## src/rtl/cpu_pkg.sv

```systemverilog
`default_nettype none
// ============================================================================
// cpu_pkg -- instruction encodings, FSM states and ALU ops for multicycle_cpu
// Rev 1.0
// ============================================================================
package cpu_pkg;

    localparam logic [6:0] OPC_OP     = 7'b0110011;
    localparam logic [6:0] OPC_OP_IMM = 7'b0010011;

    localparam logic [6:0] F7_BASE    = 7'b0000000;
    localparam logic [6:0] F7_SUB     = 7'b0100000;
    localparam logic [6:0] F7_MULDIV  = 7'b0000001;

    localparam logic [2:0] F3_ADD     = 3'b000;
    localparam logic [2:0] F3_OR      = 3'b110;
    localparam logic [2:0] F3_AND     = 3'b111;

    typedef enum logic [2:0] {
        ST_IDLE   = 3'd0,
        ST_FETCH  = 3'd1,
        ST_DECODE = 3'd2,
        ST_EXEC   = 3'd3,
        ST_MUL    = 3'd4,
        ST_WB     = 3'd5,
        ST_HALT   = 3'd6
    } state_e;

    typedef enum logic [2:0] {
        ALU_ADD = 3'd0,
        ALU_SUB = 3'd1,
        ALU_AND = 3'd2,
        ALU_OR  = 3'd3,
        ALU_MUL = 3'd4
    } alu_op_e;

    typedef struct packed {
        logic    legal;
        logic    use_imm;
        alu_op_e op;
    } dec_t;

    function automatic dec_t decode_inst(input logic [31:0] inst);
        dec_t d;
        d.legal   = 1'b0;
        d.use_imm = 1'b0;
        d.op      = ALU_ADD;
        if (inst[6:0] == OPC_OP_IMM && inst[14:12] == F3_ADD) begin
            d.legal   = 1'b1;
            d.use_imm = 1'b1;
        end else if (inst[6:0] == OPC_OP) begin
            case ({inst[31:25], inst[14:12]})
                {F7_BASE,   F3_ADD}: begin d.legal = 1'b1; d.op = ALU_ADD; end
                {F7_SUB,    F3_ADD}: begin d.legal = 1'b1; d.op = ALU_SUB; end
                {F7_BASE,   F3_AND}: begin d.legal = 1'b1; d.op = ALU_AND; end
                {F7_BASE,   F3_OR }: begin d.legal = 1'b1; d.op = ALU_OR;  end
                {F7_MULDIV, F3_ADD}: begin d.legal = 1'b1; d.op = ALU_MUL; end
                default: ;
            endcase
        end
        return d;
    endfunction

endpackage
`default_nettype wire

```

## src/rtl/mul_iter.sv

```systemverilog
`default_nettype none
// ============================================================================
// mul_iter -- iterative shift-add multiplier, one partial product per cycle
// Rev 1.0
// ============================================================================
module mul_iter #(
    parameter int XLEN = 32
) (
    input  logic            clk_i,
    input  logic            rst_i,
    input  logic            start_i,
    input  logic [XLEN-1:0] a_i,
    input  logic [XLEN-1:0] b_i,
    output logic            done_o,
    output logic [XLEN-1:0] product_o
);
    localparam int CNT_W = $clog2(XLEN + 1);

    logic [XLEN-1:0]  acc_q, mcand_q, mplier_q;
    logic [XLEN-1:0]  acc_d;
    logic [CNT_W-1:0] cnt_q;

    assign acc_d = mplier_q[0] ? (acc_q + mcand_q) : acc_q;

    always_ff @(posedge clk_i or negedge rst_i) begin
        if (!rst_i) begin
            acc_q    <= '0;
            mcand_q  <= '0;
            mplier_q <= '0;
            cnt_q    <= '0;
        end else if (start_i) begin
            acc_q    <= '0;
            mcand_q  <= a_i;
            mplier_q <= b_i;
            cnt_q    <= CNT_W'(XLEN);
        end else if (cnt_q != '0) begin
            acc_q    <= acc_d;
            mcand_q  <= mcand_q << 1;
            mplier_q <= mplier_q >> 1;
            cnt_q    <= cnt_q - CNT_W'(1);
        end
    end

    // Done flags the final step so the caller can capture acc_d on the same edge.
    assign done_o    = (cnt_q == CNT_W'(1));
    assign product_o = acc_d;

endmodule
`default_nettype wire

```

## src/rtl/multicycle_cpu.sv

```systemverilog
`default_nettype none
// ============================================================================
// multicycle_cpu -- small RV-style multicycle core (ADD/SUB/AND/OR/MUL/ADDI)
// Rev 1.0
// ============================================================================
module multicycle_cpu
    import cpu_pkg::*;
#(
    parameter int              XLEN     = 32,
    parameter logic [XLEN-1:0] RESET_PC = '0,
    parameter int              NUM_REGS = 32
) (
    input  logic            clk_i,
    input  logic            rst_i,
    input  logic            start_i,
    output logic            imem_req_o,
    output logic [XLEN-1:0] imem_addr_o,
    input  logic            imem_valid_i,
    input  logic [31:0]     imem_data_i,
    output logic            rf_we_o,
    output logic [4:0]      rf_waddr_o,
    output logic [XLEN-1:0] rf_wdata_o,
    output logic [XLEN-1:0] instret_o,
    output logic            busy_o,
    output logic            halt_o,
    output logic            illegal_o
);
    localparam int         RIDX_W = $clog2(NUM_REGS);
    localparam logic [5:0] NREG   = 6'(NUM_REGS);

    state_e          state_q;
    alu_op_e         op_q;
    logic [31:0]     inst_q;
    logic [XLEN-1:0] pc_q, instret_q, op_a_q, op_b_q, result_q;
    logic            imem_req_q, rf_we_q, busy_q, halt_q, illegal_q;
    logic [XLEN-1:0] regs_q [NUM_REGS];

    dec_t            dec;
    logic [4:0]      rs1, rs2, rd;
    logic            idx_ok;
    logic [XLEN-1:0] rs1_val, rs2_val, imm_sext, alu_res, mul_product;
    logic            mul_start, mul_done;

    assign rs1      = inst_q[19:15];
    assign rs2      = inst_q[24:20];
    assign rd       = inst_q[11:7];
    assign dec      = decode_inst(inst_q);
    assign imm_sext = {{(XLEN-12){inst_q[31]}}, inst_q[31:20]};
    assign idx_ok   = ({1'b0, rs1} < NREG) && ({1'b0, rd} < NREG) &&
                      (dec.use_imm || ({1'b0, rs2} < NREG));
    assign rs1_val  = (rs1 == 5'd0) ? '0 : regs_q[rs1[RIDX_W-1:0]];
    assign rs2_val  = (rs2 == 5'd0) ? '0 : regs_q[rs2[RIDX_W-1:0]];

    always_comb begin
        alu_res = '0;
        case (op_q)
            ALU_ADD: alu_res = op_a_q + op_b_q;
            ALU_SUB: alu_res = op_a_q - op_b_q;
            ALU_AND: alu_res = op_a_q & op_b_q;
            ALU_OR:  alu_res = op_a_q | op_b_q;
            default: alu_res = '0;
        endcase
    end

    assign mul_start = (state_q == ST_EXEC) && (op_q == ALU_MUL);

    mul_iter #(.XLEN(XLEN)) u_mul (
        .clk_i     (clk_i),
        .rst_i     (rst_i),
        .start_i   (mul_start),
        .a_i       (op_a_q),
        .b_i       (op_b_q),
        .done_o    (mul_done),
        .product_o (mul_product)
    );

    always_ff @(posedge clk_i or negedge rst_i) begin
        if (!rst_i) begin
            state_q    <= ST_IDLE;
            op_q       <= ALU_ADD;
            inst_q     <= '0;
            pc_q       <= RESET_PC;
            instret_q  <= '0;
            op_a_q     <= '0;
            op_b_q     <= '0;
            result_q   <= '0;
            imem_req_q <= 1'b0;
            rf_we_q    <= 1'b0;
            busy_q     <= 1'b0;
            halt_q     <= 1'b0;
            illegal_q  <= 1'b0;
        end else begin
            case (state_q)
                ST_IDLE: if (start_i) begin
                    state_q    <= ST_FETCH;
                    imem_req_q <= 1'b1;
                    busy_q     <= 1'b1;
                end
                ST_FETCH: if (imem_valid_i) begin
                    inst_q     <= imem_data_i;
                    imem_req_q <= 1'b0;
                    state_q    <= ST_DECODE;
                end
                ST_DECODE: if (dec.legal && idx_ok) begin
                    op_q    <= dec.op;
                    op_a_q  <= rs1_val;
                    op_b_q  <= dec.use_imm ? imm_sext : rs2_val;
                    state_q <= ST_EXEC;
                end else begin
                    state_q   <= ST_HALT;
                    busy_q    <= 1'b0;
                    halt_q    <= 1'b1;
                    illegal_q <= 1'b1;
                end
                ST_EXEC: if (op_q == ALU_MUL) begin
                    state_q <= ST_MUL;
                end else begin
                    result_q <= alu_res;
                    rf_we_q  <= (rd != 5'd0);
                    state_q  <= ST_WB;
                end
                ST_MUL: if (mul_done) begin
                    result_q <= mul_product;
                    rf_we_q  <= (rd != 5'd0);
                    state_q  <= ST_WB;
                end
                ST_WB: begin
                    rf_we_q    <= 1'b0;
                    pc_q       <= pc_q + XLEN'(4);
                    instret_q  <= instret_q + XLEN'(1);
                    imem_req_q <= 1'b1;
                    state_q    <= ST_FETCH;
                end
                ST_HALT: ;
                default: state_q <= ST_IDLE;
            endcase
        end
    end

    // Write lands at the end of WB, ahead of the next instruction's DECODE.
    always_ff @(posedge clk_i or negedge rst_i) begin
        if (!rst_i) begin
            for (int i = 0; i < NUM_REGS; i++) regs_q[i] <= '0;
        end else if (state_q == ST_WB && rf_we_q) begin
            regs_q[rd[RIDX_W-1:0]] <= result_q;
        end
    end

    assign imem_req_o  = imem_req_q;
    assign imem_addr_o = pc_q;
    assign rf_we_o     = rf_we_q;
    assign rf_waddr_o  = rd;
    assign rf_wdata_o  = result_q;
    assign instret_o   = instret_q;
    assign busy_o      = busy_q;
    assign halt_o      = halt_q;
    assign illegal_o   = illegal_q;

endmodule
`default_nettype wire
```

## config.mk

```make
export PLATFORM = sky130hd
export DESIGN_NAME = multicycle_cpu
export DESIGN_NICKNAME = d
export VERILOG_FILES = /design/src/rtl/cpu_pkg.sv /design/src/rtl/mul_iter.sv /design/src/rtl/multicycle_cpu.sv
export SDC_FILE = /design/constraint.sdc
export NUM_CORES = 2
export LEC_CHECK = 0
export CORE_MARGIN = 10
export CORE_UTILIZATION = 55
export CTS_CLUSTER_SIZE = 12
export DETAILED_ROUTE_END_ITERATION = 7
export PLACE_DENSITY = 0.72
export SETUP_SLACK_MARGIN = 0.02
export SKIP_CTS_REPAIR_TIMING = 1
export SLEW_MARGIN = 20
export SYNTH_ARGS = -nofsm -noshare
export SYNTH_HDL_FRONTEND = slang
export SYNTH_SLANG_ARGS = --single-unit
```

## constraint.sdc

```tcl
create_clock -name clk_i -period 7.5 [get_ports clk_i]
set_input_delay 1.5 -clock clk_i [delete_from_list [all_inputs] [get_ports clk_i]]
set_output_delay 1.5 -clock clk_i [all_outputs]
set_load 0.1 [all_outputs]
```

==> run_results.csv <==
group,metric,value,unit
outcome,outcome,"finished clean",
timing,timing.setup.tns,0,ns
timing,setup_viol,0,
floorplan,die_x,381,µm
finish,final_area,79400,µm²
worst_setup_path,path_cells,"nor2_1, and2_0, a21oi_1, xnor2_1, ha_1, a21o_1, a21oi_2, o21ai_2, a311oi_1, a21bo_2, a31o_1, a211oi_2, nor3b_1, mux2i_1, o32a_1",
worst_setup_path,cp-end-kind,"flop",
power,total_power,27.9,mW
floorplan,pin_count,142,
worst_hold_path,hold_class,"flop to flop",
finish,num-nets-final,5176,
finish,fin_util,0.614,
route,drc_errors,0,
worst_setup_path,required,8.17,ns
logic_synthesis,ys_top_cells_by_area,"dfrtp_1 46%, mux4_2 20%, mux2_2 17%",
timing,tightest_slew,1.24,ns
worst_setup_path,crit_end,"rf_wdata_o[30]",
timing,fmax,204,MHz
route,vias_per_cell,6.73,
worst_setup_path,r2r-start,"op_q[2]",
worst_setup_path,critical-path-max-stage-delay,0.82,ns
global_route,grt_usage,0.287,
worst_setup_path,crit_family,"compound AO/OA/AOI/OAI gates",
cts,cts_buffers,146,
cts,insertion_delay,0.80,ns
global_route,grt_pass1_vias,47272,
route,drt-initial-drc-count,4931,
worst_setup_path,cp-start-kind,"flop",
power,clock_power_share,0.259,
logic_synthesis,ys_types,91,
placed_design,io_buffers,139,
logic_synthesis,yosysSeqAreaShare,0.464,
floorplan,rows,132,
cts,cts-root-buf,"clkbuf_16",
flow_run,max_cap_violations,0,
logic_synthesis,yosysTopAreaCell,"dfrtp_1",
logic_synthesis,synthCells,5141,
power,p_leak,35.8,nW
floorplan,start_util,0.553,
worst_setup_path,worstPathMaxFanout,17,
timing,relSlewSlack,0.174,
cts,cts.htree.levels,4,
power,p_switching,10.4,mW
worst_setup_path,critPathBufInv,0,
worst_setup_path,crit_cells,15,
power,intPower,17.4,mW
finish,drive_gt1_frac,0.411,
floorplan,die-area,145000,µm²
placed_design,dp_hpwl,124,mm
logic_synthesis,ys.flop_type,"dfrtp_1",
logic_synthesis,syn_area,71500,µm²
route,vias,46583,
power,seq_power_share,0.365,
finish,area_delta_synth_final,11.0,%
route,ant_nets,0,
timing,final.period_utilization,0.653,
power,p_sw_frac,0.375,
cts,clock-sinks,1326,
cts,cts_tree,"built",
finish,fillers,9777,
global_route,grt_pass1_wl,313,mm
power,p_per_area,351,nW/µm²
timing,min_period,4.90,ns
placed_design,place_congestion,0.941,
global_route,grt_overflow,0,
worst_setup_path,path_class,"flop to flop",
logic_synthesis,synth_edf_count,0,
worst_setup_path,critPathArrivalTime,5.57,ns
logic_synthesis,ys_seq_elements,1326,
cts,clkTransAtPathRegs,0.07,ns
floorplan,die_y,381,µm
worst_setup_path,startpoint,"op_q[2]",
logic_synthesis,yosysWarnings,0,
route,finalWirelength,209,mm
worst_setup_path,reg2reg_to,"rf_wdata_o[30]",
timing,skew,0.0244,ns
logic_synthesis,synthArstFlopShare,1.00,
route,firstDrtPassIters,5,
power,vdd_drop_max,0.000290,V
logic_synthesis,synth_area_per_cell,13.9,µm²
timing,slew_violations,0,
logic_synthesis,netlist.area_leader.share,0.464,
timing,hold_viol,0,
cts,clk_path_buf_depth,3,
power,power_frac_comb,0.376,
worst_setup_path,crit_slowest_cell,"and2_0",
route,wl_per_cell,30.2,µm
worst_setup_path,r2r_slack,2.60,ns
global_route,antenna_found_initial,7,
floorplan,core-area,129000,µm²
global_route,grt_max_degree,171,
placed_design,placed_area,74500,µm²
worst_setup_path,rr_worst_depth,15,
timing,rsz0062_at_grt,"no",
==> registers in the layout (all words and copies together) (netlist names) <==
signal	flops
op_b_q	32
instret_o	32
op_q	3
busy_o	1
inst_q	32
imem_req_o	1
u_mul.cnt_q	6
state_q	3
rf_we_o	1
u_mul.mplier_q	32
u_mul.mcand_q	32
u_mul.acc_q	32
regs_q	1024
illegal_o	1
op_a_q	32
rf_wdata_o	32
imem_addr_o	30
==> synthesized netlist by cell type (15+ instances only) <==
master and n:
clkbuf_1 333, nand3_1 54, dfrtp_1 1326, nand2b_1 16
a21oi_1 110, nand4_1 24, mux2_2 1059, o211ai_1 18
a21o_1 30, xnor2_1 99, o21a_1 19, buf_2 67
nor3_1 27, nand2_1 326, o22a_1 23, a211oi_1 28
buf_1 62, and3_1 15, nor2_1 231, ha_1 69
o21ai_0 110, xor2_1 43, mux4_2 637, inv_1 34
mux2i_1 83, a31oi_1 90
==> stage by stage <==
step | setup slack, ns | hold slack, ns | cells
2_1_floorplan | 3.36 | 0.467 | 5142
3_3_place_gp | 2.72 | 0.460 | 6663
3_5_place_dp | 2.66 | 0.457 | 6663
4_1_cts | 2.64 | 0.468 | 6921
5_1_grt | 2.27 | 0.500 | 6921
6_report | 2.60 | 0.467 | 6923
==> kinds of logic after synthesis <==
| logic type | after synthesis | share of synthesized area |
|---|---|---|
| buf+inv | 507 | 0.0284 |
| mux | 1779 | 0.379 |
| compound gates | 521 | 0.0476 |
| xor+xnor | 142 | 0.0174 |
| flops | 1326 | 0.464 |
| simple gates | 780 | 0.0490 |
| fa+ha+maj | 85 | 0.0146 |
| other cells | 1 | 0.0000524 |
==> worst register-to-register path, cell delays in order, from the launching register on <==
cell	delay, ns
dfrtp_1	0.63
nor2_1	0.41
and2_0	0.82
a21oi_1	0.12
xnor2_1	0.18
ha_1	0.35
a21o_1	0.28
a21oi_2	0.18
o21ai_2	0.09
a311oi_1	0.28
a21bo_2	0.28
a31o_1	0.27
a211oi_2	0.32
nor3b_1	0.12
mux2i_1	0.13
o32a_1	0.34
==> power groups by stage <==
stage          combinational [mW]  clock, mW  sequential (mW)
6_report                     10.5       7.23             10.2
5_1_grt                      11.1       7.60             10.4
4_1_cts                      10.5       7.32             10.1
2_1_floorplan                7.45          0             10.1
3_5_place_dp                 10.5          0             10.2
3_3_place_gp                 10.4          0             10.1
==> how the worst min path moves through the flow <==
stage | start | endpoint | cells past startpoint
2_1_floorplan | u_mul.mplier_q[31] | u_mul.mplier_q[31] | 2
4_1_cts | imem_addr_o[31] | imem_addr_o[31] | 1
3_5_place_dp | imem_addr_o[31] | imem_addr_o[31] | 1
3_3_place_gp | imem_addr_o[31] | imem_addr_o[31] | 1
5_1_grt | instret_o[31] | instret_o[31] | 1
6_report | imem_addr_o[31] | imem_addr_o[31] | 1
==> cells in the final DEF, fill, tap and decap left out, drive strengths merged, types with 83 or more instances in the layout <==
| master | n |
|---|---|
| a21oi | 115 |
| a31oi | 90 |
| buf | 114 |
| clkbuf | 222 |
| clkdlybuf4s50 | 138 |
| dfrtp | 1326 |
| mux2 | 1059 |
| mux2i | 83 |
| mux4 | 637 |
| nand2 | 328 |
| nor2 | 231 |
| o21ai | 118 |
| xnor2 | 99 |
==> per-layer routing <==
| layer | global-route usage | wire, µm | up-vias |
|---|---|---|---|
| met5 | 0 | 27 | - |
| met4 | 0.107 | 7930 | 4 |
| met3 | 0.0588 | 17000 | 372 |
| met2 | 0.440 | 96900 | 1917 |
| met1 | 0.404 | 87300 | 24956 |
| li1 | - | - | 19334 |
==> area by class of cell <==
cell class / instances / area [µm²] / area share
Antenna cell: 2 / 5.00 / 0.0000631
Clock buffer: 222 / 4350 / 0.0548
Clock inverter: 36 / 474 / 0.00598
Inverter: 34 / 128 / 0.00161
Multi-Input combinational cell: 3309 / 36600 / 0.461
Sequential cell: 1326 / 33200 / 0.419
Tap cell: 1742 / 2180 / 0.0275
Timing Repair Buffer: 252 / 2420 / 0.0305
Power figures use the tool's default switching activity.
